==> src/rtl/tour_cmd.sv <==
// tour_cmd: replays a solved knight's tour as motion commands.
//
// While idle, UART commands pass straight through to the command processor.
// A start_tour pulse takes over the command path and replays 24 moves. Each
// move becomes a vertical command (opcode 2) followed by a horizontal command
// (opcode 3). Each command waits for the processor to accept it and then to
// report that it has finished.
//
// Ports:
//   clk, rst_n        - clock (rising edge), asynchronous active-low reset
//   start_tour        - pulse: begin tour replay (accepted only when idle)
//   move, mv_indx     - one-hot move read combinationally at index mv_indx
//   cmd_UART, cmd_rdy_UART, clr_cmd_rdy_UART - command channel from the UART
//   cmd, cmd_rdy, clr_cmd_rdy, send_resp      - command channel to the processor
//   resp              - response byte: 8'h5A mid-tour, 8'hA5 otherwise
module tour_cmd (
    input  logic        clk,
    input  logic        rst_n,
    input  logic        start_tour,
    input  logic [7:0]  move,
    output logic [4:0]  mv_indx,
    input  logic [15:0] cmd_UART,
    input  logic        cmd_rdy_UART,
    output logic        clr_cmd_rdy_UART,
    output logic [15:0] cmd,
    output logic        cmd_rdy,
    input  logic        clr_cmd_rdy,
    input  logic        send_resp,
    output logic [7:0]  resp
);

    localparam logic [2:0] IDLE   = 3'd0;
    localparam logic [2:0] VERT   = 3'd1;
    localparam logic [2:0] HOLD_V = 3'd2;
    localparam logic [2:0] HORZ   = 3'd3;
    localparam logic [2:0] HOLD_H = 3'd4;

    localparam logic [4:0] LAST_IDX = 5'd23;

    localparam logic [7:0] NORTH = 8'h00;
    localparam logic [7:0] WEST  = 8'h3F;
    localparam logic [7:0] SOUTH = 8'h7F;
    localparam logic [7:0] EAST  = 8'hBF;

    localparam logic [7:0] RESP_MID  = 8'h5A;
    localparam logic [7:0] RESP_DONE = 8'hA5;

    logic [2:0]  state_q, state_d;
    logic [4:0]  idx_q, idx_d;
    logic [7:0]  v_head, h_head;
    logic [3:0]  v_cnt, h_cnt;
    logic [15:0] vert_cmd, horz_cmd;

    always_ff @(posedge clk or negedge rst_n) begin
        if (!rst_n) begin
            state_q <= IDLE;
            idx_q   <= 5'd0;
        end else begin
            state_q <= state_d;
            idx_q   <= idx_d;
        end
    end

    // Move decode. Any pattern that is not one-hot falls to the default and
    // yields a zero-length move, so the replay sequence itself is unaffected.
    always_comb begin
        v_head = NORTH;
        v_cnt  = 4'd0;
        h_head = NORTH;
        h_cnt  = 4'd0;
        case (move)
            8'h01: begin v_head = NORTH; v_cnt = 4'd2; h_head = EAST; h_cnt = 4'd1; end
            8'h02: begin v_head = NORTH; v_cnt = 4'd2; h_head = WEST; h_cnt = 4'd1; end
            8'h04: begin v_head = NORTH; v_cnt = 4'd1; h_head = WEST; h_cnt = 4'd2; end
            8'h08: begin v_head = SOUTH; v_cnt = 4'd1; h_head = WEST; h_cnt = 4'd2; end
            8'h10: begin v_head = SOUTH; v_cnt = 4'd2; h_head = WEST; h_cnt = 4'd1; end
            8'h20: begin v_head = SOUTH; v_cnt = 4'd2; h_head = EAST; h_cnt = 4'd1; end
            8'h40: begin v_head = SOUTH; v_cnt = 4'd1; h_head = EAST; h_cnt = 4'd2; end
            8'h80: begin v_head = NORTH; v_cnt = 4'd1; h_head = EAST; h_cnt = 4'd2; end
            default: ;
        endcase
    end

    assign vert_cmd = {4'h2, v_head, v_cnt};
    assign horz_cmd = {4'h3, h_head, h_cnt};

    always_comb begin
        state_d = state_q;
        idx_d   = idx_q;
        case (state_q)
            IDLE: begin
                if (start_tour) begin
                    state_d = VERT;
                    idx_d   = 5'd0;
                end
            end
            VERT:   if (clr_cmd_rdy) state_d = HOLD_V;
            HOLD_V: if (send_resp)   state_d = HORZ;
            HORZ:   if (clr_cmd_rdy) state_d = HOLD_H;
            HOLD_H: begin
                if (send_resp) begin
                    if (idx_q == LAST_IDX) begin
                        state_d = IDLE;
                    end else begin
                        state_d = VERT;
                        idx_d   = idx_q + 5'd1;
                    end
                end
            end
            default: state_d = IDLE;
        endcase
    end

    // Outputs. In the hold states cmd keeps showing the command just issued;
    // cmd_rdy low is what tells the processor that nothing new is pending.
    always_comb begin
        cmd              = cmd_UART;
        cmd_rdy          = cmd_rdy_UART;
        clr_cmd_rdy_UART = clr_cmd_rdy;
        resp             = RESP_DONE;
        case (state_q)
            VERT, HOLD_V: begin
                cmd              = vert_cmd;
                cmd_rdy          = (state_q == VERT);
                clr_cmd_rdy_UART = 1'b0;
                resp             = RESP_MID;
            end
            HORZ, HOLD_H: begin
                cmd              = horz_cmd;
                cmd_rdy          = (state_q == HORZ);
                clr_cmd_rdy_UART = 1'b0;
                resp = (state_q == HOLD_H && idx_q == LAST_IDX) ? RESP_DONE : RESP_MID;
            end
            default: ;
        endcase
    end

    assign mv_indx = idx_q;

endmodule
==> config.mk <==
export PLATFORM = sky130hd
export DESIGN_NAME = tour_cmd
export DESIGN_NICKNAME = d
export VERILOG_FILES = /design/src/rtl/tour_cmd.sv
export SDC_FILE = /design/constraint.sdc
export NUM_CORES = 1
export LEC_CHECK = 0
export ABC_AREA = 1
export CELL_PAD_IN_SITES_DETAIL_PLACEMENT = 0
export CELL_PAD_IN_SITES_GLOBAL_PLACEMENT = 2
export CORE_MARGIN = 2
export CORE_UTILIZATION = 18
export CTS_CLUSTER_DIAMETER = 60
export CTS_CLUSTER_SIZE = 8
export DETAILED_ROUTE_END_ITERATION = 6
export PLACE_DENSITY = 0.81
export RECOVER_POWER = 25
export SLEW_MARGIN = 20
export SYNTH_ARGS = -nofsm -noshare
export SYNTH_HDL_FRONTEND = slang
export SYNTH_SLANG_ARGS = --single-unit
==> constraint.sdc <==
create_clock -name clk -period 3.6 [get_ports clk]
set_input_delay 0.54 -clock clk [delete_from_list [all_inputs] [get_ports clk]]
set_output_delay 0.54 -clock clk [all_outputs]
set_load 0.01 [all_outputs]
==> results.json, run 1 <==
{
  "outcome": "complete, no violations",
  "synth-edff-count": 0,
  "coreArea_mm2": 0.00520,
  "synth_cells": 170,
  "p_leak_nw": 0.832,
  "cts_tree": "done",
  "antenna_found_initial": 0,
  "gp_congestion": 0.751,
  "cts-root-buf": "clkbuf_8",
  "place_inst": 293,
  "clock_path_buffers": 2,
  "whs_path_depth": 2,
  "crit_family": "buffers and inverters",
  "instances_no_fill": 296,
  "ctsResizeCount": 0,
  "clock_sinks": 8,
  "crit_buf_inv": 2,
  "arrival_ns": 2.40,
  "fillers": 572,
  "path_cells": "clkdlybuf4s50_1 -> nor2_1 -> nand2_1 -> nor2_1 -> nor2_1 -> nand2_1 -> nand2_1 -> nand3_1 -> clkdlybuf4s50_1",
  "antenna_left": 0,
  "hold_path.class": "reg -> reg",
  "finalSetupViolCount": 0,
  "fin_tns_setup_ns": 0,
  "ys_warn_count": 0,
  "grt_pass1_vias": 1108,
  "min_from": "mv_indx[1]",
  "vias": 1160,
  "ios": 61,
  "rrSetupSlack_ns": 2.08,
  "pwr-share-clk_pct": 9.0,
  "drive_gt1_share_pct": 9.29,
  "ys_top_cells_by_count": "nand2_1 (57), nor2_1 (27), inv_1 (22)",
  "ys_ff_latch": 8,
  "reg2reg_from": "mv_indx[0]",
  "die_w_um": 78.0,
  "synth_most_common_cell": "nand2_1",
  "yosys-top-cells-area": "nand2_1 (22%), dfrtp_1 (20%), nor2_1 (10%), nand3_1 (9.7%), inv_1 (8.4%)",
  "max_freq_ghz": 0.341,
  "clkLatencyLatePin_ns": 0.23,
  "dieArea_mm2": 0.00608,
  "first_iter_violations": 34,
  "finalCritPeriodShare_pct": 81.5,
  "dpl.hpwl_mm": 2.35,
  "power_mw": 1.22,
  "grt-ovfl-total": 0,
  "netlist_area_um2": 985,
  "worst_pin_slew_ns": 0.413,
  "p_comb_share_pct": 79.6,
  "ctsHoldBuffers": 0,
  "numPortBuffers": 60,
  "synth_fp_nets": 201,
  "required_ns": 3.06,
  "rows": 26,
  "die_h_um": 78.0,
  "end_kind": "primary output",
  "clkTransAtPathRegs_ns": 0.04,
  "p_int_uw": 660,
  "crit_cells": 9,
  "maxCapViolations": 0,
  "p_switching_uw": 559,
  "drt_wl_total_mm": 2.86,
  "num-nets-final": 259,
  "timing.hold.ws_ns": 0.551,
  "crit_type": "in -> out",
  "worst_slack_ns": 0.665,
  "crit_path_max_fanout": 6,
  "drc": 0,
  "grt_max_degree": 14,
  "ir_worst_vdd_v": 0.000252,
  "fin_crit_ns": 2.94,
  "post-cts-setup-buffer-count": 0,
  "diodes": 0,
  "synth_top_area_share_pct": 21.7,
  "firstDrtPassIters": 4,
  "cpMaxStageDelayCell": "clkdlybuf4s50_1",
  "seq_power_share_pct": 11.5,
  "ff2ff_path_depth": 9,
  "cp-startpoint": "move[1]",
  "dp_slack_ns": 0.672,
  "hold_viol_final": 0,
  "avgRoutedWirePerCell_um": 9.65,
  "fin_skew_ns": 0.000460,
  "syn_area_per_cell_um2": 5.79,
  "slew_headroom_pct": 72.4,
  "dpl_cell_area_mm2": 0.00162,
  "p_per_area_mw_per_mm2": 740,
  "synthFlopType": "dfrtp_1",
  "slew_viol_final": 0,
  "yosysUniqueCellTypes": 24,
  "crit_path_start_kind": "input pin",
  "ys_seq_area_share_pct": 20.3,
  "p_sw_share_pct": 45.9,
  "critPathMaxStageDelay_ns": 0.53,
  "cts-buffers-inserted": 3,
  "final_util_pct": 31.7,
  "area_growth_pct": 67.3,
  "initial_core_util_pct": 18.9,
  "ctsHtreeMaxLevel": 1,
  "grt_usage_pct": 9.83,
  "rsz0062_at_grt": "no",
  "async_reset_ff_share_pct": 100,
  "grt_first_pass_wirelength_mm": 4.95,
  "finalInstanceArea_mm2": 0.00165,
  "vias_per_cell": 3.92,
  "synth_top_area_cell": "nand2_1"
}
-- path summary, 6_finish.rpt --
check,endpoint
max,cmd[7]
min,mv_indx[1]
max reg2reg,mv_indx[1]
min reg2reg,mv_indx[1]
max in group asynchronous,state_q[1]
min in group asynchronous,mv_indx[2]
-- metal layers --
metal | up-vias | global-route usage, % | wire [µm]
met1 | 483 | 12.8 | 1410
li1 | 628 | - | -
met5 | - | 0 | 0
met4 | 0 | 1.05 | 0
met3 | 0 | 2.79 | 221
met2 | 49 | 16.6 | 1230
-- cell families (layout without fill, tap and decap cells) --
logic type / after synthesis / after routing / synth area share [%]
buf+inv: 34 / 90 / 16.0
compound gates: 9 / 9 / 7.24
simple gates: 116 / 116 / 53.4
flops: 8 / 8 / 20.3
fa+ha+maj: 1 / 1 / 1.27
xor+xnor: 2 / 2 / 1.78
-- worst reg2reg max path, delay by kind of cell (launching register included) --
family	cells	cell delay [ns]
AOI/OAI and AO/OA	1	0.05
buffers and inverters	1	0.06
adders and majority gates	1	0.23
DFF	1	0.43
and+or+nand+nor	6	0.64
-- placed cells by master (no fill, tap or decap) --
cell,Yosys,final
nand4_1,1,1
dfrtp_1,8,8
nor2_8,1,1
nand2_4,2,1
nand3_1,19,19
nor2_4,1,1
a21oi_2,2,2
dlygate4sd3_1,0,1
clkbuf_8,0,3
o21ai_1,1,1
nand3_2,1,1
or2_1,1,1
inv_2,5,5
nor2_1,27,27
o21ai_4,1,1
inv_1,22,22
xor2_1,2,2
nand2_2,4,3
nand3b_1,1,1
nor2_2,1,1
o21ai_2,2,2
ha_1,1,1
nand2_1,57,59
clkdlybuf4s50_1,0,59
o21ai_0,3,3
-- flip-flops by register name (all words and copies together), names as in the netlist --
signal,flops
mv_indx,5
state_q,3
-- power by group through the flow --
stage	Combinational [mW]	Clock, mW	Sequential (mW)
floorplan	0.611	0	0.137
global placement	1.00	0	0.141
detailed placement	0.998	0	0.141
CTS	1.00	0.114	0.140
global route	1.07	0.125	0.144
finish	0.970	0.110	0.140
-- layout make-up --
type | instances | area [µm²] | share of cell area (%)
clock buffer | 3 | 41.3 | 2.51
tap | 70 | 87.6 | 5.32
timing repair buffer | 60 | 601 | 36.4
inverter | 27 | 101 | 6.15
sequential | 8 | 200 | 12.1
multi-input combinational | 128 | 617 | 37.4
(Power assumes the default switching activity.)
==> run 2: changes to the inputs <==
--- a/config.mk
+++ b/config.mk
@@ -9,11 +9,11 @@
 export CELL_PAD_IN_SITES_DETAIL_PLACEMENT = 0
 export CELL_PAD_IN_SITES_GLOBAL_PLACEMENT = 2
 export CORE_MARGIN = 2
-export CORE_UTILIZATION = 18
+export CORE_UTILIZATION = 15
 export CTS_CLUSTER_DIAMETER = 60
 export CTS_CLUSTER_SIZE = 8
 export DETAILED_ROUTE_END_ITERATION = 6
-export PLACE_DENSITY = 0.81
+export PLACE_DENSITY = 0.72
 export RECOVER_POWER = 25
 export SLEW_MARGIN = 20
 export SYNTH_ARGS = -nofsm -noshare
==> constraint.sdc (replaced) <==
create_clock -name clk -period 2.6 [get_ports clk]
set_input_delay 0.39 -clock clk [delete_from_list [all_inputs] [get_ports clk]]
set_output_delay 0.39 -clock clk [all_outputs]
set_load 0.01 [all_outputs]
==> run 2 against run 1 <==
Final area increased by 5.3%. Clock-buffer cell count did not move. Die area is 19% higher. First-iteration DRC count increased by 18%. Sequential power increased by 37%. Hold slack worse by 0.020 ns. Utilization is 4.3 points lower. Sequential cell count unchanged. Critical path type is now reg -> out. Critical path depth stayed put. Largest cell class is now non-clock buffers.
==> results.json, run 2 (synthesis results as in run 1) <==
{
  "ctsHoldBuffers": 0,
  "drive_gt1_share_pct": 14.2,
  "clock_path_buffers": 2,
  "hold_viol_final": 0,
  "arrival_ns": 2.00,
  "final_common_cell": "nand2_1",
  "p_leak_nw": 1.00,
  "outcome": "complete, no violations",
  "grt_usage_pct": 8.44,
  "grt_first_pass_wirelength_mm": 5.08,
  "numPortBuffers": 60,
  "maxCapViolations": 0,
  "dpl_cell_area_mm2": 0.00164,
  "initial_core_util_pct": 15.5,
  "coreArea_mm2": 0.00635,
  "dieArea_mm2": 0.00723,
  "first_iter_violations": 40,
  "clkTransAtPathRegs_ns": 0.04,
  "antenna_left": 0,
  "diodes": 0,
  "largest_reg_flops": 5,
  "crit_path_max_fanout": 6,
  "dpl.hpwl_mm": 2.52,
  "final_cell_mix": "nand2_1 (56), clkdlybuf4s50_1 (49), nor2_1 (22), inv_1 (22), nand3_1 (20)",
  "finalCritPeriodShare_pct": 92.1,
  "power_mw": 1.73,
  "avgRoutedWirePerCell_um": 9.67,
  "cts-buffers-inserted": 3,
  "finalSetupViolCount": 0,
  "num-nets-final": 265,
  "ctsHtreeMaxLevel": 1,
  "cts-root-buf": "clkbuf_8",
  "vias": 1173,
  "slew_viol_final": 0,
  "drc": 0,
  "timing.hold.ws_ns": 0.531,
  "worst_pin_slew_ns": 0.435,
  "reg2reg_from": "state_q[2]",
  "p_per_area_mw_per_mm2": 995,
  "fin_crit_ns": 2.39,
  "end_kind": "primary output",
  "clock_sinks": 8,
  "drt_wl_total_mm": 2.99,
  "slew_headroom_pct": 70.7,
  "ios": 61,
  "required_ns": 2.21,
  "crit_type": "reg -> out",
  "max_freq_ghz": 0.418,
  "die_h_um": 85.0,
  "final_util_pct": 27.3,
  "grt-ovfl-total": 0,
  "ir_worst_vdd_v": 0.000402,
  "grt_pass1_vias": 1179,
  "clkLatencyLatePin_ns": 0.23,
  "firstDrtPassIters": 4,
  "vias_per_cell": 3.80,
  "cts_tree": "done",
  "antenna_found_initial": 0,
  "finalInstanceArea_mm2": 0.00174,
  "rsz0062_at_grt": "no",
  "fin_skew_ns": 0.00234,
  "hold_path.class": "in -> async",
  "die_w_um": 85.0,
  "gp_congestion": 0.746,
  "area_growth_pct": 76.2,
  "crit_path_start_kind": "register",
  "cp-startpoint": "state_q[0]",
  "grt_max_degree": 14,
  "rows": 29
}
run 2: routing by layer:
metal / wire (µm) / vias to the layer above / GRT usage (%)
met4: 0 / 0 / 0.866
met2: 1260 / 43 / 13.5
met5: 0 / - / 0
met3: 263 / 0 / 2.43
li1: - / 641 / -
met1: 1470 / 489 / 11.7
run 2: cell type report:
cell class,instances,area [µm²]
Sequential cell,8,200
Tap cell,77,96.3
Multi-Input combinational cell,128,626
Timing Repair Buffer,66,671
Clock buffer,3,41.3
Inverter,27,101
Fill cell,705,4610
run 2: worst paths after layout:
kind	cells past startpoint	slack, ns	endpoint
max	9	0.21	cmd[12]
min	1	0.53	mv_indx[1]
max reg2reg	6	0.95	state_q[1]
min reg2reg	2	0.54	mv_indx[1]
max in group asynchronous	1	1.77	state_q[0]
min in group clk	2	0.54	mv_indx[1]
run 2: stage by stage:
stage                     setup WS (ns)  setup TNS [ns]  std cells
final                             0.205               0        309
after global routing             0.0454               0        309
after CTS                      0.000872               0        305
after detailed placement        -0.0569          -0.302        302
after global placement          -0.0761          -0.518        302
after floorplan                   0.840               0        170
run 2: critical path, stage by stage (launching register included):
cell and delay, ns:
dfrtp_1 0.44, inv_2 0.13, nand2_4 0.08, nand2_2 0.09, inv_1 0.07, nor2_4 0.18, buf_4 0.14, nand2_1 0.04
nand3_1 0.07, clkdlybuf4s50_1 0.54
run 2: report_power, final:
| part | leakage [nW] | internal, mW | switching (mW) |
|---|---|---|---|
| sequential | 0.107 | 0.157 | 0.0344 |
| clock | 0.0216 | 0.101 | 0.0513 |
| combinational | 0.876 | 0.691 | 0.693 |
run 2: repair_timing:
action / 4_1_cts / 5_1_grt
gates cloned: 0 / 0
endpoints found under the setup margin: 7 / 15
gates resized for setup: 3 / 14
buffers inserted: 0 / 4
pin swaps: 0 / 2
